==> config.mk <==
export PLATFORM = sky130hd
export DESIGN_NAME = modport_apb_slave_flat
export DESIGN_NICKNAME = d
export VERILOG_FILES = /design/src/rtl/modport_apb_slave_if.sv /design/src/rtl/modport_apb_slave.sv /design/src/flat_wrapper.sv
export SDC_FILE = /design/constraint.sdc
export NUM_CORES = 2
export LEC_CHECK = 0
export BUFFER_PORTS_ARGS = -buffer_cell sky130_fd_sc_hd__buf_2
export CAP_MARGIN = 25
export CORE_MARGIN = 5
export CORE_UTILIZATION = 63
export DETAILED_ROUTE_END_ITERATION = 10
export PLACE_DENSITY = 0.79
export SLEW_MARGIN = 20
export SYNTH_ARGS = -nofsm -noshare
export SYNTH_HDL_FRONTEND = slang
export SYNTH_SLANG_ARGS = --single-unit
==> constraint.sdc <==
create_clock -name clk -period 82.4 [get_ports clk]
set_input_delay 8.24 -clock clk [delete_from_list [all_inputs] [get_ports clk]]
set_output_delay 8.24 -clock clk [all_outputs]
set_load 0.02 [all_outputs]
==> src/rtl/modport_apb_slave_if.sv <==
// modport_apb_slave_if: APB3 bus bundle for a single completer on PSEL1.
// The requester drives select/controls/data; the completer answers.
interface modport_apb_slave_if;
    logic        PSEL1;
    logic        PENABLE;
    logic        PWRITE;
    logic [31:0] PADDR;
    logic [31:0] PWDATA;
    logic [31:0] PRDATA;
    logic        PREADY;
    logic        PSLVERR;

    modport master (
        output PSEL1,
        output PENABLE,
        output PWRITE,
        output PADDR,
        output PWDATA,
        input  PRDATA,
        input  PREADY,
        input  PSLVERR
    );

    modport slave (
        input  PSEL1,
        input  PENABLE,
        input  PWRITE,
        input  PADDR,
        input  PWDATA,
        output PRDATA,
        output PREADY,
        output PSLVERR
    );
endinterface

==> src/rtl/modport_apb_slave.sv <==
// modport_apb_slave: APB3 completer with a word-addressed register file.
// Define APB_WAIT_STATES_EN to insert WAIT_CYCLES wait states per transfer.
module modport_apb_slave #(
    parameter int DEPTH       = 64,
    parameter int WAIT_CYCLES = 2
) (
    input  logic               clk,
    input  logic               PRESET,
    modport_apb_slave_if.slave bus
);
    localparam int          AW    = $clog2(DEPTH);
    localparam logic [31:0] LIMIT = 32'(4 * DEPTH);
`ifdef APB_WAIT_STATES_EN
    localparam logic [3:0]  WAITS = 4'(WAIT_CYCLES);
`else
    localparam logic [3:0]  WAITS = 4'd0;
`endif

    if (DEPTH < 2 || DEPTH > 1024 || (DEPTH & (DEPTH - 1)) != 0) begin : g_bad_depth
        $error("DEPTH must be a power of 2 in 2..1024");
    end
    if (WAIT_CYCLES < 0 || WAIT_CYCLES > 15) begin : g_bad_wait
        $error("WAIT_CYCLES must be in 0..15");
    end

    typedef enum logic {
        IDLE,
        ACCESS
    } state_e;

    state_e      state_q;
    logic [3:0]  cnt_q;
    logic [31:0] paddr_q;
    logic        pwrite_q;
    logic [31:0] pwdata_q;
    logic [31:0] prdata_q;
    logic        pready_q;
    logic        pslverr_q;
    logic [31:0] mem_q [DEPTH];

    logic          setup;
    logic [31:0]   lk_addr;
    logic          lk_wr;
    logic          lk_err;
    logic [AW-1:0] lk_idx;
    logic [31:0]   lk_data;
    logic          q_err;
    logic [AW-1:0] q_idx;

    // Response lookup uses the live bus when a transfer starts, else the capture.
    always_comb begin
        setup   = bus.PSEL1 && !bus.PENABLE;
        lk_addr = setup ? bus.PADDR : paddr_q;
        lk_wr   = setup ? bus.PWRITE : pwrite_q;
        lk_err  = (lk_addr[1:0] != 2'b00) || (lk_addr >= LIMIT);
        lk_idx  = lk_addr[AW+1:2];
        lk_data = (lk_wr || lk_err) ? 32'd0 : mem_q[lk_idx];
        q_err   = (paddr_q[1:0] != 2'b00) || (paddr_q >= LIMIT);
        q_idx   = paddr_q[AW+1:2];
    end

    always_ff @(posedge clk or posedge PRESET) begin
        if (PRESET) begin
            state_q   <= IDLE;
            cnt_q     <= '0;
            paddr_q   <= '0;
            pwrite_q  <= 1'b0;
            pwdata_q  <= '0;
            prdata_q  <= '0;
            pready_q  <= 1'b0;
            pslverr_q <= 1'b0;
            for (int i = 0; i < DEPTH; i++) begin
                mem_q[i] <= '0;
            end
        end else begin
            pready_q  <= 1'b0;
            pslverr_q <= 1'b0;
            prdata_q  <= '0;
            if (state_q == ACCESS && !bus.PSEL1) begin
                state_q <= IDLE;
                cnt_q   <= '0;
            end else if (setup) begin
                // New setup phase, also restarts an ACCESS left without PENABLE
                state_q  <= ACCESS;
                cnt_q    <= WAITS;
                paddr_q  <= bus.PADDR;
                pwrite_q <= bus.PWRITE;
                pwdata_q <= bus.PWDATA;
                if (WAITS == 4'd0) begin
                    pready_q  <= 1'b1;
                    pslverr_q <= lk_err;
                    prdata_q  <= lk_data;
                end
            end else if (state_q == ACCESS) begin
                if (pready_q) begin
                    if (pwrite_q && !q_err) begin
                        mem_q[q_idx] <= pwdata_q;
                    end
                    state_q <= IDLE;
                end else if (cnt_q != 4'd0) begin
                    cnt_q <= cnt_q - 4'd1;
                    if (cnt_q == 4'd1) begin
                        pready_q  <= 1'b1;
                        pslverr_q <= lk_err;
                        prdata_q  <= lk_data;
                    end
                end
            end
        end
    end

    assign bus.PRDATA  = prdata_q;
    assign bus.PREADY  = pready_q;
    assign bus.PSLVERR = pslverr_q;
endmodule

==> src/flat_wrapper.sv <==
// flat-port wrapper written by rule: the top's interface ports become plain ports
module modport_apb_slave_flat 
#(
    parameter int DEPTH       = 64,
    parameter int WAIT_CYCLES = 2
)
  (clk, PRESET, bus_PSEL1, bus_PENABLE, bus_PWRITE, bus_PADDR, bus_PWDATA, bus_PRDATA, bus_PREADY, bus_PSLVERR);
  modport_apb_slave_if bus_i ();
  input  logic clk;
  input  logic PRESET;
  input wire logic [$bits(bus_i.PSEL1)-1:0] bus_PSEL1;
  input wire logic [$bits(bus_i.PENABLE)-1:0] bus_PENABLE;
  input wire logic [$bits(bus_i.PWRITE)-1:0] bus_PWRITE;
  input wire logic [$bits(bus_i.PADDR)-1:0] bus_PADDR;
  input wire logic [$bits(bus_i.PWDATA)-1:0] bus_PWDATA;
  output wire logic [$bits(bus_i.PRDATA)-1:0] bus_PRDATA;
  output wire logic [$bits(bus_i.PREADY)-1:0] bus_PREADY;
  output wire logic [$bits(bus_i.PSLVERR)-1:0] bus_PSLVERR;
  assign bus_i.PSEL1 = bus_PSEL1;
  assign bus_i.PENABLE = bus_PENABLE;
  assign bus_i.PWRITE = bus_PWRITE;
  assign bus_i.PADDR = bus_PADDR;
  assign bus_i.PWDATA = bus_PWDATA;
  assign bus_PRDATA = bus_i.PRDATA;
  assign bus_PREADY = bus_i.PREADY;
  assign bus_PSLVERR = bus_i.PSLVERR;
  modport_apb_slave #(.DEPTH(DEPTH), .WAIT_CYCLES(WAIT_CYCLES)) u_core (.clk(clk), .PRESET(PRESET), .bus(bus_i));
endmodule
# Yosys cells after proc, flatten, opt, wreduce, memory -nomap -nowiden
# Cells that the tools add are included.
# word_totals
ff_bits	2152
wordCells	138
# classes
addsub	1
order_cmp	5
eq_ne	2
mux	36
n_bitwise	4
n_reduce_logical	18
# ops
cell	count
bitwise mux 2048 bit	1
2-to-1 mux 32 bit	11
binary-select mux 32 bit (select 6 bit)	1
demux 32 bit (select 6 bit)	1
greater-or-equal comparator 32 x 9 -> 1 bit, second input constant	2
2-to-1 mux 4 bit	5
2-to-1 mux 1 bit	17
greater-or-equal comparator 7 bit, second input constant	2
inverter 6 -> 7 bit	2
less-than comparator 7 x 1 -> 1 bit, second input constant	1
nonzero test 3 bit	2
AND reduction 5 bit	1
== test 4 x 1 -> 1 bit, second input constant	1
logical AND 1 bit	4
nonzero test 2 bit	2
nonzero test 4 bit	1
subtractor 4 x 1 -> 4 bit, second input constant	1
logical NOT 1 bit	3
logical OR 1 bit	3
!= test 3 bit, second input constant	1
AND reduction 3 bit	1
inverter 1 bit	2
AND reduction 2 bit	1

# Logic depth before layout (Yosys ltp)
# logic_depth
depth_word	14
mapped_depth	14

# Worst setup path after synthesis
# No wires, ideal clock.
# synth_path
kind	input -> register
start	input bus_PADDR[2]
end	register u_core.prdata_q[30] (netlist: u_core.bus.PRDATA[30])
arrival_ns	10.347
required_time_ns	82.274
slack_ns	71.927
cell_stages	12
n_path_buf	5
path_cell_list	buf_2 -> and3b_1 -> a21oi_4 -> inv_2 -> buf_6 -> buf_4 -> buf_4 -> buf_2 -> mux4_2 -> o22ai_1 -> nand2_1 -> o311a_1
# synth_via
elab_chain_len	12
word_cells_on_any_way	15
cone_classes	order compare: 1; mux: 11; bitwise: 1; reduce/logical: 2
# synth_rtl
item	line	rtl
from (decl)	flat_wrapper.sv:14	input wire logic [$bits(bus_i.PADDR)-1:0] bus_PADDR;
2-to-1 mux 32 bit *	modport_apb_slave.sv:53	lk_addr = setup ? bus.PADDR : paddr_q;
branches (longest 4 deep; another with greater-or-equal comparator 32 x 9 -> 1 bit)	--	
2-to-1 mux 32 bit *	modport_apb_slave.sv:57	lk_data = (lk_wr || lk_err) ? 32'd0 : mem_q[lk_idx];
2-to-1 mux 32 bit	modport_apb_slave.sv:102	if (cnt_q == 4'd1) begin
2-to-1 mux 32 bit	modport_apb_slave.sv:100	end else if (cnt_q != 4'd0) begin
2-to-1 mux 32 bit	modport_apb_slave.sv:95	if (pready_q) begin
2-to-1 mux 32 bit	modport_apb_slave.sv:94	end else if (state_q == ACCESS) begin
2-to-1 mux 32 bit *	modport_apb_slave.sv:82	end else if (setup) begin
2-to-1 mux 32 bit *	modport_apb_slave.sv:79	if (state_q == ACCESS && !bus.PSEL1) begin
to (signal assigned)	modport_apb_slave.sv:92	prdata_q <= lk_data;
to (signal assigned)	modport_apb_slave.sv:105	prdata_q <= lk_data;
to (decl)	modport_apb_slave.sv:36	logic [31:0] prdata_q;
# Mark *: on every way between the ends. The select of a mux whose other input is x is not followed.
# A chain may end at the register's enable or synchronous reset.

# Worst setup path in the final report
# layout_path
start	input bus_PENABLE
end	register u_core.prdata_q[11] (netlist: u_core.bus.PRDATA[11])
# layout_via
elab_chain_len	14
word_cells_on_any_way	19
cone_classes	order compare: 1; mux: 12; bitwise: 1; reduce/logical: 5
# layout_rtl
item	line	rtl
from (decl)	flat_wrapper.sv:12	input wire logic [$bits(bus_i.PENABLE)-1:0] bus_PENABLE;
logical NOT 1 bit *	modport_apb_slave.sv:52	setup = bus.PSEL1 && !bus.PENABLE;
logical AND 1 bit *	modport_apb_slave.sv:52	
branches (longest 10 deep; another with greater-or-equal comparator 32 x 9 -> 1 bit)	--	
2-to-1 mux 32 bit *	modport_apb_slave.sv:82	
2-to-1 mux 32 bit *	modport_apb_slave.sv:79	
# Marked as above.

==> out/results.ini <==
[floorplanning]
ios=103
initial_core_util=0.634
die_y_um=406
core_region_area_um2=156000
die_w_um=406
rows=145
fp.dieArea_um2=165000

[logic_synthesis]
synth_area_um2=99000
syn_area_per_cell_um2=12.5
synthMuxAreaShare=0.299
synth_top_area_share=0.544
synth.yosys.seq_area_share=0.544
synth_compound_area_frac=0.0558
synth_edf_count=0
syn_nets=8011
netlist_instances=7939
post-synth-top-area-cell=dfrtp_1
ys_ff_latch=2152
synth-simple-area-share=0.0674
yosysWarnings=0
yosysUniqueCellTypes=66
ys_async_sr_fraction=1.00
ys.flop_type=dfrtp_1
synthAdderAreaFrac=0.000379
synth_xor_area_frac=0.000265
synth_area_leaders=dfrtp_1 54%, mux2_2 23%, mux2i_1 4.7%
synth_top_family_by_area=multiplexers

[cts]
cts-root-buf=clkbuf_16
ctsHoldBuffers=0
cts_inserted_buffers=209
clock_sinks=2152
h-tree-depth=4
cts_setup_buffers=0
clk_pin_slew_ps=60
cts_resized=0
clockBufferDepth=3
clkLatencyLatePin_ps=880
cts_tree=built

[timing]
fmax_mhz=74.3
finalCritPeriodShare=0.163
finalSetupViolCount=0
rsz0062_at_grt=no
skew_ps=37.3
slew_headroom=0.235
drv_slew=0
fin_hold_ws_ps=479
setup_tns_ps=0
worstMarginPinSlew_ps=1140
finalHoldViolations=0
fin_crit_ps=13460

[critical_path]
critical_path.cell_chain=buf_2 -> nand2b_4 -> a21oi_4 -> buf_12 -> inv_8 -> buf_12 -> buf_4 -> buf_12 -> mux2i_1 -> o22ai_1 -> or4_1 -> a31oi_1 -> a221oi_1
crit_path_top_delay_cell=buf_4
worstPathRequired_ps=83100
max_stage_delay_ps=720
arrival_ps=14160
worst-path-buf-inv=6
ff2ff_setup_slack_ps=76500
crit_type=in2reg
endpoint_kind=flip-flop
crit_path_max_fanout=151
crit_top_cell=buf_12
crit_family=buffers and inverters
cp-start-kind=input pin

[global_routing]
grt_usage=0.351
grt_max_degree=192
grt_pass1_wl_um=437000
first_global_vias=69700
antenna_found_initial=11
overflow=0

[finish]
final_cell_count_no_fill=9907
final_util=0.691
seq_area_um2=53900
area_growth_pct=9.01
num-fill-cells=10600
drive_above_1_share=0.368
multi_input_area_um2=42300
nNetsFinal=7755
fin_area_um2=108000

[routing]
drt-total-wl_um=289000
vias=67800
drt_iter0_markers=7270
final_antenna_net_count=0
avgRoutedWirePerCell_um=29.2
drc=0
dr.pass1.iters=5
vias_per_cell=6.84

[placement]
dp_cells=9520
gp_congestion=0.873
hpwl_um=161000
dpl_cell_area_um2=101000
numPortBuffers=102

[power_and_ir_drop]
peakVddDrop_uv=19.3
clkPwrFrac=0.415
leakagePower_nw=52.8
p_comb_frac=0.111
swShare=0.274
power_switching_uw=622
p_seq_frac=0.474
intPower_mw=1.65
pwr_density_cell_nw_per_um2=21.1

[run]
cap_viol_max_count=0

[min_path]
hp-class=reg2reg

[status]
status=completed

power by group through the flow:
stage               sequential [mW]  clock [mW]  combinational (mW)
floorplan                      1.09           0               0.155
detailed placement             1.10           0               0.243
global placement               1.10           0               0.234
global route                   1.08       0.995               0.263
CTS                            1.08       0.950               0.244
finish                         1.08       0.944               0.253
kinds of logic after synthesis:
logic type      Yosys count
mux                    2598
fa+ha+maj                 3
flops                  2152
buf+inv                 780
compound gates          860
simple gates           1543
xor+xnor                  3
routing by layer:
metal	vias up	GRT usage	wire [µm]
met5	-	0	45
met4	8	0.167	15300
met3	923	0.104	31100
met2	3550	0.539	131000
met1	35400	0.465	112000
li1	27900	-	-
registers in the layout (all words and copies together) (netlist names):
register / flops
u_core.bus.PSLVERR: 1
u_core.state_q: 1
u_core.cnt_q: 4
u_core.mem_q: 2048
u_core.pwdata_q: 32
u_core.bus.PRDATA: 32
u_core.pwrite_q: 1
u_core.paddr_q: 32
u_core.bus.PREADY: 1
cells in the mapped netlist, drive strengths merged, types with 13 or more instances:
cell        n
nor2      209
o22ai     148
clkbuf    376
o21ai      94
or4        48
a2111oi    14
nor4       81
nand2     957
nand3     104
nand4      32
o311a      13
a221oi     29
mux2     2051
buf       391
a31oi      79
a211oi     67
and2       28
nor2b      42
o221ai     51
a311oi     14
mux2i     468
dfrtp    2152
inv        13
mux4       79
a32oi      19
nor3       18
a21oi     291
cells in the final DEF (no fill, tap or decap), types with 42 or more instances in the layout:
| cell type | n |
|---|---|
| mux2i_1 | 461 |
| clkbuf_1 | 52 |
| buf_2 | 101 |
| mux4_2 | 79 |
| nor2_1 | 196 |
| a211oi_1 | 67 |
| mux2_2 | 2051 |
| nand2_1 | 899 |
| buf_4 | 171 |
| or4_1 | 48 |
| a21oi_1 | 286 |
| nand2_2 | 55 |
| clkbuf_16 | 213 |
| o22ai_1 | 148 |
| o221ai_1 | 51 |
| o21ai_0 | 93 |
| dfrtp_1 | 2119 |
| nand3_1 | 104 |
| nor2b_1 | 42 |
| a31oi_1 | 78 |
| nor4_1 | 79 |
| clkbuf_8 | 57 |
tightest hold or removal path, cell delays in order, from the launching register on:
cell and delay, ps:
dfrtp_1 340, nand2_1 50, nand2_1 50
stage by stage:
step	power [mW]	setup slack [ps]
final	2.27	68940
after global routing	2.34	68860
after CTS	2.27	68810
after detailed placement	1.34	67990
after global placement	1.33	68010
after floorplan	1.24	13360
worst paths after layout:
| path | from | to | cells after the start |
|---|---|---|---|
| max | bus_PENABLE | u_core.bus.PRDATA[11] | 13 |
| min | u_core.paddr_q[23] | u_core.paddr_q[23] | 2 |
| max reg2reg | u_core.paddr_q[2] | u_core.bus.PRDATA[11] | 11 |
| min reg2reg | u_core.paddr_q[23] | u_core.paddr_q[23] | 2 |
| max in group asynchronous | PRESET | u_core.pwdata_q[17] | 7 |
| min in group asynchronous | PRESET | u_core.mem_q[644] | 2 |
final cells by class:
type | count | share of cell area
sequential | 2152 | 0.500
clock inverter | 49 | 0.00391
antenna | 6 | 0.000139
inverter | 13 | 0.000661
multi-input combinational | 5007 | 0.392
timing repair buffer | 300 | 0.0218
tap | 2058 | 0.0239
clock buffer | 322 | 0.0585
Power figures use the tool's default switching activity.
